<file path="config.mk">
export PLATFORM = sky130hd
export DESIGN_NAME = instr_fetch_buffer
export DESIGN_NICKNAME = d
export VERILOG_FILES = /design/src/rtl/instr_fetch_buffer.sv
export SDC_FILE = /design/constraint.sdc
export NUM_CORES = 1
export LEC_CHECK = 0
export ABC_AREA = 1
export ABC_CLOCK_PERIOD_IN_PS = 5700
export BUFFER_PORTS_ARGS = -buffer_cell sky130_fd_sc_hd__clkbuf_2
export CAP_MARGIN = 0
export CORE_MARGIN = 3
export CORE_UTILIZATION = 51
export CTS_BUF_LIST = sky130_fd_sc_hd__clkbuf_16
export CTS_CLUSTER_SIZE = 20
export DETAILED_ROUTE_END_ITERATION = 8
export GPL_ROUTABILITY_DRIVEN = 0
export PLACE_DENSITY = 0.71
export SLEW_MARGIN = 20
export SYNTH_ARGS = -nofsm -noshare
export SYNTH_HDL_FRONTEND = slang
export SYNTH_SLANG_ARGS = --single-unit
</file>
<file path="constraint.sdc">
create_clock -name clk -period 5.7 [get_ports clk]
set_clock_uncertainty 0.05 [all_clocks]
set_input_delay 0.57 -clock clk [delete_from_list [all_inputs] [get_ports clk]]
set_output_delay 0.57 -clock clk [all_outputs]
set_load 0.02 [all_outputs]
</file>
<file path="src/rtl/instr_fetch_buffer.sv">
// Prefetching instruction-fetch front end: issues sequential fetches, queues
// in-order responses with their PCs, and flushes on branch/jump redirect.
module instr_fetch_buffer #(
    parameter int unsigned DEPTH           = 4,
    parameter int unsigned MAX_OUTSTANDING = 2,
    parameter logic [31:0] RESET_PC        = 32'h0,
    parameter logic [31:0] PC_STEP         = 32'd4
) (
    input  logic        clk,
    input  logic        reset,
    output logic        req_valid,
    output logic [31:0] req_addr,
    input  logic        req_ready,
    input  logic        rsp_valid,
    input  logic [31:0] rsp_data,
    output logic [31:0] instruction,
    output logic [31:0] instr_pc,
    output logic        instr_valid,
    input  logic        instr_ready,
    input  logic        redirect_valid,
    input  logic [31:0] redirect_pc
);
    localparam int unsigned PW = $clog2(DEPTH);
    localparam int unsigned CW = PW + 1;
    localparam int unsigned OW = $clog2(MAX_OUTSTANDING) + 1;

    logic [31:0]   fetch_pc_q, fetch_pc_d;
    logic [31:0]   rsp_pc_q, rsp_pc_d;
    logic [PW-1:0] rd_ptr_q, rd_ptr_d;
    logic [PW-1:0] wr_ptr_q, wr_ptr_d;
    logic [CW-1:0] count_q, count_d;
    logic [OW-1:0] outstanding_q, outstanding_d;
    logic [OW-1:0] discard_q, discard_d;
    logic [31:0]   mem_pc_q   [DEPTH];
    logic [31:0]   mem_pc_d   [DEPTH];
    logic [31:0]   mem_data_q [DEPTH];
    logic [31:0]   mem_data_d [DEPTH];

    logic credit_ok;
    logic accept;
    logic rsp_take;
    logic push;
    logic pop;

    // Queued plus in-flight words never exceed DEPTH, so a push always has room.
    assign credit_ok = ((32'(count_q) + 32'(outstanding_q)) < DEPTH) &&
                       (32'(outstanding_q) < MAX_OUTSTANDING);

    assign req_valid   = reset && !redirect_valid && credit_ok;
    assign req_addr    = fetch_pc_q;
    assign instr_valid = (count_q != '0);
    assign instruction = instr_valid ? mem_data_q[rd_ptr_q] : '0;
    assign instr_pc    = instr_valid ? mem_pc_q[rd_ptr_q]   : '0;

    assign accept   = req_valid && req_ready;
    assign rsp_take = rsp_valid && (outstanding_q != '0);
    assign push     = rsp_take && (discard_q == '0) && !redirect_valid;
    assign pop      = instr_valid && instr_ready && !redirect_valid;

    always_comb begin
        fetch_pc_d    = fetch_pc_q;
        rsp_pc_d      = rsp_pc_q;
        rd_ptr_d      = rd_ptr_q;
        wr_ptr_d      = wr_ptr_q;
        count_d       = count_q;
        discard_d     = discard_q;
        mem_pc_d      = mem_pc_q;
        mem_data_d    = mem_data_q;
        outstanding_d = outstanding_q;

        if (accept) begin
            outstanding_d = outstanding_d + OW'(1);
        end
        if (rsp_take) begin
            outstanding_d = outstanding_d - OW'(1);
        end

        if (redirect_valid) begin
            fetch_pc_d = redirect_pc;
            rsp_pc_d   = redirect_pc;
            rd_ptr_d   = '0;
            wr_ptr_d   = '0;
            count_d    = '0;
            // Every fetch still in flight after this edge belongs to the old path.
            discard_d  = outstanding_d;
        end else begin
            if (accept) begin
                fetch_pc_d = fetch_pc_q + PC_STEP;
            end
            if (rsp_take && (discard_q != '0)) begin
                discard_d = discard_q - OW'(1);
            end
            if (push) begin
                mem_pc_d[wr_ptr_q]   = rsp_pc_q;
                mem_data_d[wr_ptr_q] = rsp_data;
                wr_ptr_d             = wr_ptr_q + PW'(1);
                rsp_pc_d             = rsp_pc_q + PC_STEP;
            end
            if (pop) begin
                rd_ptr_d = rd_ptr_q + PW'(1);
            end
            if (push && !pop) begin
                count_d = count_q + CW'(1);
            end else if (pop && !push) begin
                count_d = count_q - CW'(1);
            end
        end
    end

    always_ff @(posedge clk) begin
        if (!reset) begin
            fetch_pc_q    <= RESET_PC;
            rsp_pc_q      <= RESET_PC;
            rd_ptr_q      <= '0;
            wr_ptr_q      <= '0;
            count_q       <= '0;
            outstanding_q <= '0;
            discard_q     <= '0;
        end else begin
            fetch_pc_q    <= fetch_pc_d;
            rsp_pc_q      <= rsp_pc_d;
            rd_ptr_q      <= rd_ptr_d;
            wr_ptr_q      <= wr_ptr_d;
            count_q       <= count_d;
            outstanding_q <= outstanding_d;
            discard_q     <= discard_d;
        end
    end

    // Storage needs no reset: outputs are gated by count_q.
    always_ff @(posedge clk) begin
        mem_pc_q   <= mem_pc_d;
        mem_data_q <= mem_data_d;
    end

endmodule

</file>
# After elaboration in Yosys (flattened, before gate mapping)

Index checks and enable logic that the tools add are counted.

Register bits: 331
Bits of input ports: 70
Output and inout bits: 98
Logic and storage cells: 82

Add/sub/neg operators: 10
$lt $le $gt $ge: 5
Mux-type cells: 22
Bitwise logic cells: 4
Reduce and logical (&&, ||, !) cells: 26

Operator list:

| operator                                           | number |
|---|---|
| 2-to-1 mux 32 bit                                  | 11 |
| bitwise mux 128 bit                                | 2 |
| binary-select mux 32 bit (select 2 bit)            | 2 |
| adder 32 x 3 -> 32 bit, second input constant      | 2 |
| demux 32 bit (select 2 bit)                        | 1 |
| logical AND 1 bit                                  | 13 |
| nonzero test 2 bit                                 | 6 |
| 2-to-1 mux 2 bit                                   | 4 |
| adder 2 x 1 -> 2 bit, second input constant        | 3 |
| >= comparator 3 bit, second input constant         | 2 |
| 2-to-1 mux 3 bit                                   | 2 |
| inverter 2 -> 3 bit                                | 2 |
| adder 3 x 2 -> 4 bit                               | 1 |
| < comparator 4 x 3 -> 1 bit, second input constant | 1 |
| subtractor 2 x 1 -> 2 bit, second input constant   | 2 |
| adder 3 x 1 -> 3 bit, second input constant        | 1 |
| zero test 1 bit                                    | 3 |
| < comparator 3 x 1 -> 1 bit, second input constant | 1 |
| nonzero test 3 bit                                 | 1 |
| subtractor 3 x 1 -> 3 bit, second input constant   | 1 |
| zero test 2 bit                                    | 1 |
| < comparator 2 bit, second input constant          | 1 |
| inverter 1 bit                                     | 2 |
| AND reduction 2 bit                                | 1 |
| OR reduction 2 bit                                 | 1 |

# Logic depth before layout (Yosys ltp)

Gate-level depths: netlist (run 1).

Depth after elaboration: 9
Depth in mapped cells: 13
Gate-level depth less buffers: 12

# Worst setup path after synthesis (run 1)

No wires, ideal clock.

Kind: input to register
Start: input rsp_valid
End: register mem_data_q[0] (netlist name), enable pin
Library setup time: 486 ps
Data arrival time: 3882 ps
Data required time: 5164 ps
Setup slack: 1282 ps
Stages on the path: 6
Buffers on the path: 0
Cells stage by stage: inv_1 -> nor2_1 -> nand2_1 -> nor2_1 -> inv_1 -> nor2_1

Cells in the longest elaborated chain, start to end: 4

RTL lines:

| element                        | line | source |
|---|---|---|
| start: declaration             | 14   | `input logic rsp_valid,` |
| logical AND 1 bit              | 56   | `assign rsp_take = rsp_valid && (outstanding_q != '0);` |
| logical AND 1 bit (2 in a row) | 57   | `assign push = rsp_take && (discard_q == '0) && !redirect_valid;` |
| AND reduction 2 bit (no line)  | --   |  |
| end signal: assignment         | 133  | `mem_data_q <= mem_data_d;` |
| end: declaration               | 36   | `logic [31:0] mem_data_q [DEPTH];` |

No other way between the ends.
A chain may end at the register's enable or synchronous reset.

# Final worst setup path (run 1)

Start: register rd_ptr_q[0]
End: output instr_pc[10]

Cells in the longest elaborated chain, start to end: 5

RTL lines:

| element                                              | line | source |
|---|---|---|
| start: declaration                                   | 29   | `logic [PW-1:0] rd_ptr_q, rd_ptr_d;` |
| start signal: assignment                             | 122  | `rd_ptr_q <= rd_ptr_d;` |
| inverter 2 -> 3 bit (implied by the code)            | 53   | `assign instr_pc = instr_valid ? mem_pc_q[rd_ptr_q] : '0;` |
| binary-select mux 32 bit (select 2 bit)              | 53   |  |
| 2-to-1 mux 32 bit (implied by the code) (2 in a row) | 53   |  |
| 2-to-1 mux 32 bit                                    | 53   |  |
| end: declaration                                     | 17   | `output logic [31:0] instr_pc,` |

No other way between the ends. The select of a mux whose other input is x is not followed.

==> results.py, run 1 <==
metrics = {
    "outcome": {
        "status": "finished clean",
    },
    "cts": {
        "clock_latency_ns": 0.51,
        "clk_path_buf_depth": 3,
        "cts_tree": "done",
        "cts_root_buffer": "clkbuf_16",
        "cts_hold_buf": 0,
        "clock_sinks": 331,
        "htreeDepth": 2,
        "cts_inserted_buffers": 35,
        "post-cts-setup-buffer-count": 0,
        "cts_resized": 0,
        "clk_pin_slew_ns": 0.06,
    },
    "global_routing": {
        "grt_use_met2_pct": 37.5,
        "antenna_found_initial": 0,
        "grt_use_met1_pct": 31.3,
        "grt_busiest_layer": "met2",
        "grt_max_degree": 74,
        "grt_pass1_wl_um": 56500,
        "grt_pass1_vias": 10900,
        "track_usage_pct": 22.9,
        "grt-ovfl-total": 0,
        "grtUsageMet3_pct": 3.87,
    },
    "timing": {
        "min_period_ns": 3.85,
        "rsz0062_at_grt": "false",
        "final_max_slew_viol_count": 0,
        "whs_ns": 0.227,
        "hold_viol": 0,
        "setup_tns_ns": 0,
        "finalSetupViolations": 0,
        "slew_headroom_pct": 40.0,
        "fmax_mhz": 260,
        "post-route-period-util_pct": 67.5,
        "tightest_slew_ns": 0.900,
    },
    "run": {
        "maxCapViolCount": 0,
    },
    "floorplan": {
        "fp.coreArea_um2": 28000,
        "die_y_um": 175,
        "die_w_um": 175,
        "rows": 61,
        "start_util_pct": 52.3,
        "die_area_um2": 30800,
        "boundaryPins": 168,
    },
    "detailed_routing": {
        "drt-initial-drc-count": 1006,
        "drtPass1Iterations": 5,
        "via_count": 11400,
        "wl_per_cell_um": 17.1,
        "drtAntennaViolNets": 0,
        "drc": 0,
        "vias_per_cell": 5.41,
        "wl_um": 36100,
    },
    "setup_path": {
        "required_ns": 5.08,
        "crit_path_end": "instr_pc[10]",
        "path_max_fanout": 73,
        "reg2reg_slack_ns": 2.49,
        "worstPathArrival_ns": 3.23,
        "r2r-start": "outstanding_q[0]",
        "cp-startpoint": "rd_ptr_q[0]",
        "r2r_end": "mem_data_q[7]",
        "rr_worst_depth": 9,
        "cp-start-kind": "register",
        "cp-end-kind": "output pin",
        "crit_type": "reg2out",
    },
    "pwr": {
        "p_leak_nw": 6.45,
        "power_density_nw_per_um2": 313,
        "ir_drop_mv": 0.185,
    },
    "place": {
        "placed_area_um2": 15800,
        "dp.cells": 2044,
        "port_buffers": 167,
        "hpwl_um": 22700,
    },
    "finish": {
        "syn_to_final_growth_pct": 15.3,
        "stdcell_count": 2108,
        "final_cell_area_um2": 16900,
        "antenna_cells": 0,
        "drive_gt1_share_pct": 14.0,
        "nets": 1785,
    },
    "synth": {
        "synth_seq_area_share_pct": 62.8,
        "synth_nets": 1637,
        "postSynthCellCount": 1556,
        "yosysUniqueCellTypes": 30,
        "synthArstFlopShare_pct": 0,
        "ys_top_cells_by_count": "nor2_1 (365), edfxtp_1 (256), nand2_1 (253)",
        "synth_edf_count": 256,
        "yosysTopAreaCell": "edfxtp_1",
        "synth_top_area_share_pct": 52.5,
        "yosys_warnings": 0,
        "ys_seq_elements": 331,
        "syn_area_um2": 14600,
        "synth_area_per_cell_um2": 9.41,
        "synth_most_common_cell": "nor2_1",
        "netlist_top_cells_area": "edfxtp_1 (53%), dfxtp_1 (10%), nor2_1 (9.4%)",
        "ys.flop_type": "edfxtp_1",
    },
    "min_path": {
        "min_path_type": "in2reg",
        "min_from": "rsp_data[3]",
        "holdPathStages": 1,
    },
}
[report_power, final]
group / internal [mW] / leakage, nW / switching [mW]
combinational: 0.137 / 2.95 / 0.322
clock: 1.19 / 0.556 / 0.889
sequential: 2.68 / 2.95 / 0.0744
total: 4.01 / 6.45 / 1.29
[cell families after synthesis]
family / synth area share (%)
DFF: 62.8
buffers and inverters: 4.63
adders and majority gates: 0.992
xor gates and xnor gates: 1.80
and+or+nand+nor: 18.8
AOI/OAI and AO/OA: 11.0
[metrics by stage]
step           worst slack [ns]  total power [mW]  utilization, %
2_1_floorplan              1.28              3.08               -
3_3_place_gp               2.17              3.25            56.4
3_5_place_dp               2.09              3.26            56.4
4_1_cts                    1.77              5.32            60.2
5_1_grt                    1.59              5.49            60.3
6_report                   1.85              5.29            60.3
[worst max-delay path, cell delays in order (launching register included)]
cell and delay, ns:
dfxtp_4 0.56, inv_2 0.75, buf_4 0.68, o21ai_0 0.23
a21oi_1 0.26, clkbuf_2 0.22
[routing by layer]
metal | wire length [um] | vias to the layer above | part of all wire (%)
met2 | 16700 | 478 | 46
met3 | 2860 | 77 | 7.9
li1 | - | 5541 | -
met1 | 15400 | 5316 | 43
met5 | 0 | - | 0
met4 | 1120 | 0 | 3.1
[sequential cells by signal (all words and copies together) (netlist names)]
signal and cells:
count_q 3, discard_q 2, mem_data_q 128, mem_pc_q 128, outstanding_q 2, rd_ptr_q 2
req_addr 32, rsp_pc_q 32, wr_ptr_q 2
[area by class of cell]
cell class	count	area (um2)
multi-input cells	1050	4800
inverters	104	392
clock buffers	36	901
well taps	378	473
clock inverters	27	154
repair buffers	182	961
flip-flops and latches	331	9190
fillers	2372	11100
[cells in the final DEF (no fill, tap or decap), drive strengths merged, types with 2 or more instances in the layout]
master / netlist / routed
clkbuf: 45 / 203
nor3: 13 / 13
xor2: 28 / 28
a31oi: 18 / 18
nand3: 43 / 43
nand3b: 3 / 3
buf: 26 / 15
o21ai: 181 / 181
a21oi: 111 / 111
nor2: 367 / 367
nand4: 11 / 11
xnor2: 2 / 2
nand2: 255 / 255
o211ai: 3 / 3
dfxtp: 75 / 75
edfxtp: 256 / 256
clkinv: 1 / 14
ha: 10 / 10
inv: 103 / 115
[how the worst min path moves through the flow]
stage	end	slack (ns)
global route	mem_data_q[38]	0.21
detailed placement	req_addr[0]	0.40
global placement	req_addr[0]	0.39
finish	mem_data_q[67]	0.23
floorplan	count_q[2]	0.40
CTS	mem_data_q[102]	0.21
No activity file was read; power rests on OpenSTA's default activity.
==> run 2: changes to the inputs <==
--- a/config.mk
+++ b/config.mk
@@ -5,8 +5,8 @@
 export SDC_FILE = /design/constraint.sdc
 export NUM_CORES = 1
 export LEC_CHECK = 0
-export ABC_AREA = 1
-export ABC_CLOCK_PERIOD_IN_PS = 5700
+export ABC_AREA = 0
+export ABC_CLOCK_PERIOD_IN_PS = 3400
 export BUFFER_PORTS_ARGS = -buffer_cell sky130_fd_sc_hd__clkbuf_2
 export CAP_MARGIN = 0
 export CORE_MARGIN = 3
@@ -15,7 +15,7 @@
 export CTS_CLUSTER_SIZE = 20
 export DETAILED_ROUTE_END_ITERATION = 8
 export GPL_ROUTABILITY_DRIVEN = 0
-export PLACE_DENSITY = 0.71
+export PLACE_DENSITY = 0.74
 export SLEW_MARGIN = 20
 export SYNTH_ARGS = -nofsm -noshare
 export SYNTH_HDL_FRONTEND = slang
==> constraint.sdc (replaced) <==
create_clock -name clk -period 3.4 [get_ports clk]
set_clock_uncertainty 0.05 [all_clocks]
set_input_delay 0.34 -clock clk [delete_from_list [all_inputs] [get_ports clk]]
set_output_delay 0.34 -clock clk [all_outputs]
set_load 0.02 [all_outputs]
==> run 2 against run 1 <==
Sequential share of layout area is 2.1 points higher. Via count fell by 27%. Sequential power is 70% higher. Power rose by 77%. First-iteration DRC count decreased by 28%. Flip-flop and latch count unchanged. Register-to-register slack got worse by 1.6 ns. Routed wire length shrank 22%. Largest cell class unchanged. Non-clock buffer count is 28 higher. Die area shrank 6.6%.
==> results.py, run 2 <==
metrics = {
    "min_path": {
        "min_from": "rsp_data[31]",
        "hold_end": "mem_data_q[31]",
        "min_path_type": "in2reg",
        "holdPathStages": 1,
    },
    "setup_path": {
        "cp-start-kind": "register",
        "r2r_end": "count_q[2]",
        "crit_type": "reg2out",
        "path_max_fanout": 16,
        "required_ns": 3.01,
        "r2r-start": "outstanding_q[1]",
        "cp-end-kind": "output pin",
        "reg2reg_slack_ns": 0.89,
        "worstPathArrival_ns": 2.32,
        "rr_worst_depth": 10,
    },
    "synth": {
        "postSynthCellCount": 899,
        "yosysUniqueCellTypes": 56,
        "netlist_top_cells_area": "edfxtp_1 (56%), dfxtp_1 (11%), mux4_2 (11%)",
        "synthArstFlopShare_pct": 0,
        "ys_top_cells_by_count": "edfxtp_1 (256), dfxtp_1 (75), and2_1 (69)",
        "synth_seq_area_share_pct": 67.4,
        "yosysTopAreaCell": "edfxtp_1",
        "syn_area_um2": 13600,
        "synth_most_common_cell": "edfxtp_1",
        "ys.flop_type": "edfxtp_1",
        "synth_nets": 980,
        "yosys_warnings": 0,
        "synth_area_per_cell_um2": 15.2,
        "ys_seq_elements": 331,
        "synth_edf_count": 256,
        "synth_top_area_share_pct": 56.4,
    },
    "pwr": {
        "p_leak_nw": 5.72,
        "ir_drop_mv": 0.326,
        "power_density_nw_per_um2": 577,
        "total_power_mw": 9.38,
    },
    "cts": {
        "cts_tree": "done",
        "clock_sinks": 331,
        "htreeDepth": 2,
        "cts_root_buffer": "clkbuf_16",
        "cts_inserted_buffers": 35,
        "clk_path_buf_depth": 3,
        "clock_latency_ns": 0.50,
        "clk_pin_slew_ns": 0.06,
    },
    "timing": {
        "rsz0062_at_grt": "false",
        "slew_headroom_pct": 52.9,
        "finalSetupViolations": 0,
        "post-route-period-util_pct": 79.6,
        "min_period_ns": 2.71,
        "final_max_slew_viol_count": 0,
        "setup_tns_ns": 0,
        "fmax_mhz": 369,
        "hold_viol": 0,
        "whs_ns": 0.0234,
        "tightest_slew_ns": 0.701,
        "setup_ws_ns": 0.693,
    },
    "finish": {
        "multi_input_area_um2": 4200,
        "drive_gt1_share_pct": 28.3,
        "final_cell_mix": "edfxtp_1 (256), clkbuf_2 (167), dfxtp_1 (73)",
        "antenna_cells": 0,
        "nets": 1179,
        "top_regs": "mem_data_q (128), mem_pc_q (128)",
        "seqCellArea_um2": 9190,
        "syn_to_final_growth_pct": 19.3,
        "final_common_cell": "edfxtp_1",
        "num-fill-cells": 1948,
    },
    "floorplan": {
        "die_y_um": 169,
        "rows": 59,
        "die_w_um": 169,
        "die_area_um2": 28700,
        "start_util_pct": 52.2,
        "fp.coreArea_um2": 26100,
        "boundaryPins": 168,
    },
    "detailed_routing": {
        "drc": 0,
        "drtAntennaViolNets": 0,
        "wl_per_cell_um": 19.3,
        "drt-initial-drc-count": 729,
        "drtPass1Iterations": 6,
        "wl_um": 28100,
        "via_count": 8347,
        "vias_per_cell": 5.72,
    },
    "outcome": {
        "status": "finished clean",
    },
    "place": {
        "port_buffers": 167,
        "hpwl_um": 18000,
        "pre_cts_slack_ns": 0.886,
    },
    "global_routing": {
        "grt_max_degree": 66,
        "antenna_found_initial": 0,
        "grt_pass1_wl_um": 44500,
        "grt_pass1_vias": 8352,
        "track_usage_pct": 19.6,
        "grt-ovfl-total": 0,
    },
    "run": {
        "maxCapViolCount": 0,
    },
}
==> run 2: cell types whose count changed in the layout (fill, tap and decap cells not counted), sizes merged, moves of 13 or more <==
cell         before  now
dlygate4sd3       0   24
nand2           255   44
nor2            367   32
nand3            43   28
nand4            11   24
mux4              0   64
xnor2             2   22
inv             115   25
o21ai           181   33
a21oi           111   46
and2              0   70
and3              0   16
==> run 2: area by class of cell <==
| class | instances | area share (%) |
|---|---|---|
| Clock buffer | 35 | 5.39 |
| Sequential cell | 331 | 56.5 |
| Clock inverter | 28 | 1.58 |
| Tap cell | 335 | 2.58 |
| Multi-Input combinational cell | 503 | 25.8 |
| Inverter | 17 | 0.392 |
| Timing Repair Buffer | 210 | 7.72 |
==> run 2: repair_timing <==
item,CTS,global route
endpoints found under the hold margin,96,0
buffers inserted,0,0
hold buffers,24,0
resized for setup,0,0
==> run 2: stage by stage <==
stage | std cells | utilization [%] | cell area (um2)
2_1_floorplan | 899 | - | 13600
3_3_place_gp | 1372 | 57.0 | 14900
3_5_place_dp | 1372 | 57.0 | 14900
4_1_cts | 1459 | 62.2 | 16300
5_1_grt | 1459 | 62.2 | 16300
6_report | 1459 | 62.2 | 16300
==> run 2: power by group <==
group	internal [mW]	switching [mW]	total, mW
clock	2.19	1.47	3.66
combinational	0.411	0.631	1.04
sequential	4.54	0.135	4.68
total	7.15	2.23	9.38
==> run 2: worst max path at each step <==
stage | slack, ns | startpoint | endpoint
finish | 0.69 | rd_ptr_q[0] | instr_pc[31]
global route | 0.56 | rd_ptr_q[0] | instr_pc[31]
CTS | 0.63 | rd_ptr_q[0] | instr_pc[31]
detailed placement | 0.89 | outstanding_q[1] | count_q[2]
global placement | 0.97 | outstanding_q[1] | count_q[2]
floorplan | 0.19 | outstanding_q[0] | mem_data_q[0]
==> run 2: logic make-up (layout without fill, tap and decap cells) <==
kind of cell	after synthesis	after routing	synth area share, %
simple gates	259	259	10.7
mux	68	68	10.9
flops	331	331	67.4
buf+inv	65	290	1.85
compound gates	118	118	5.09
fa+ha+maj	11	11	1.06
xor+xnor	47	47	3.02
==> run 2: per-layer routing <==
metal	track usage [%]	share of wire, %	up-vias
met3	3.84	7.1	38
met2	30.9	46	315
met1	28.8	45	4113
met5	0	0	-
li1	-	-	3881
met4	4.62	1.6	0
==> run 2: worst max-delay path, cell delays in order (launching register included) <==
cell      delay [ns]
dfxtp_4         0.53
buf_4           0.38
mux4_2          0.55
and2_1          0.19
clkbuf_2        0.16
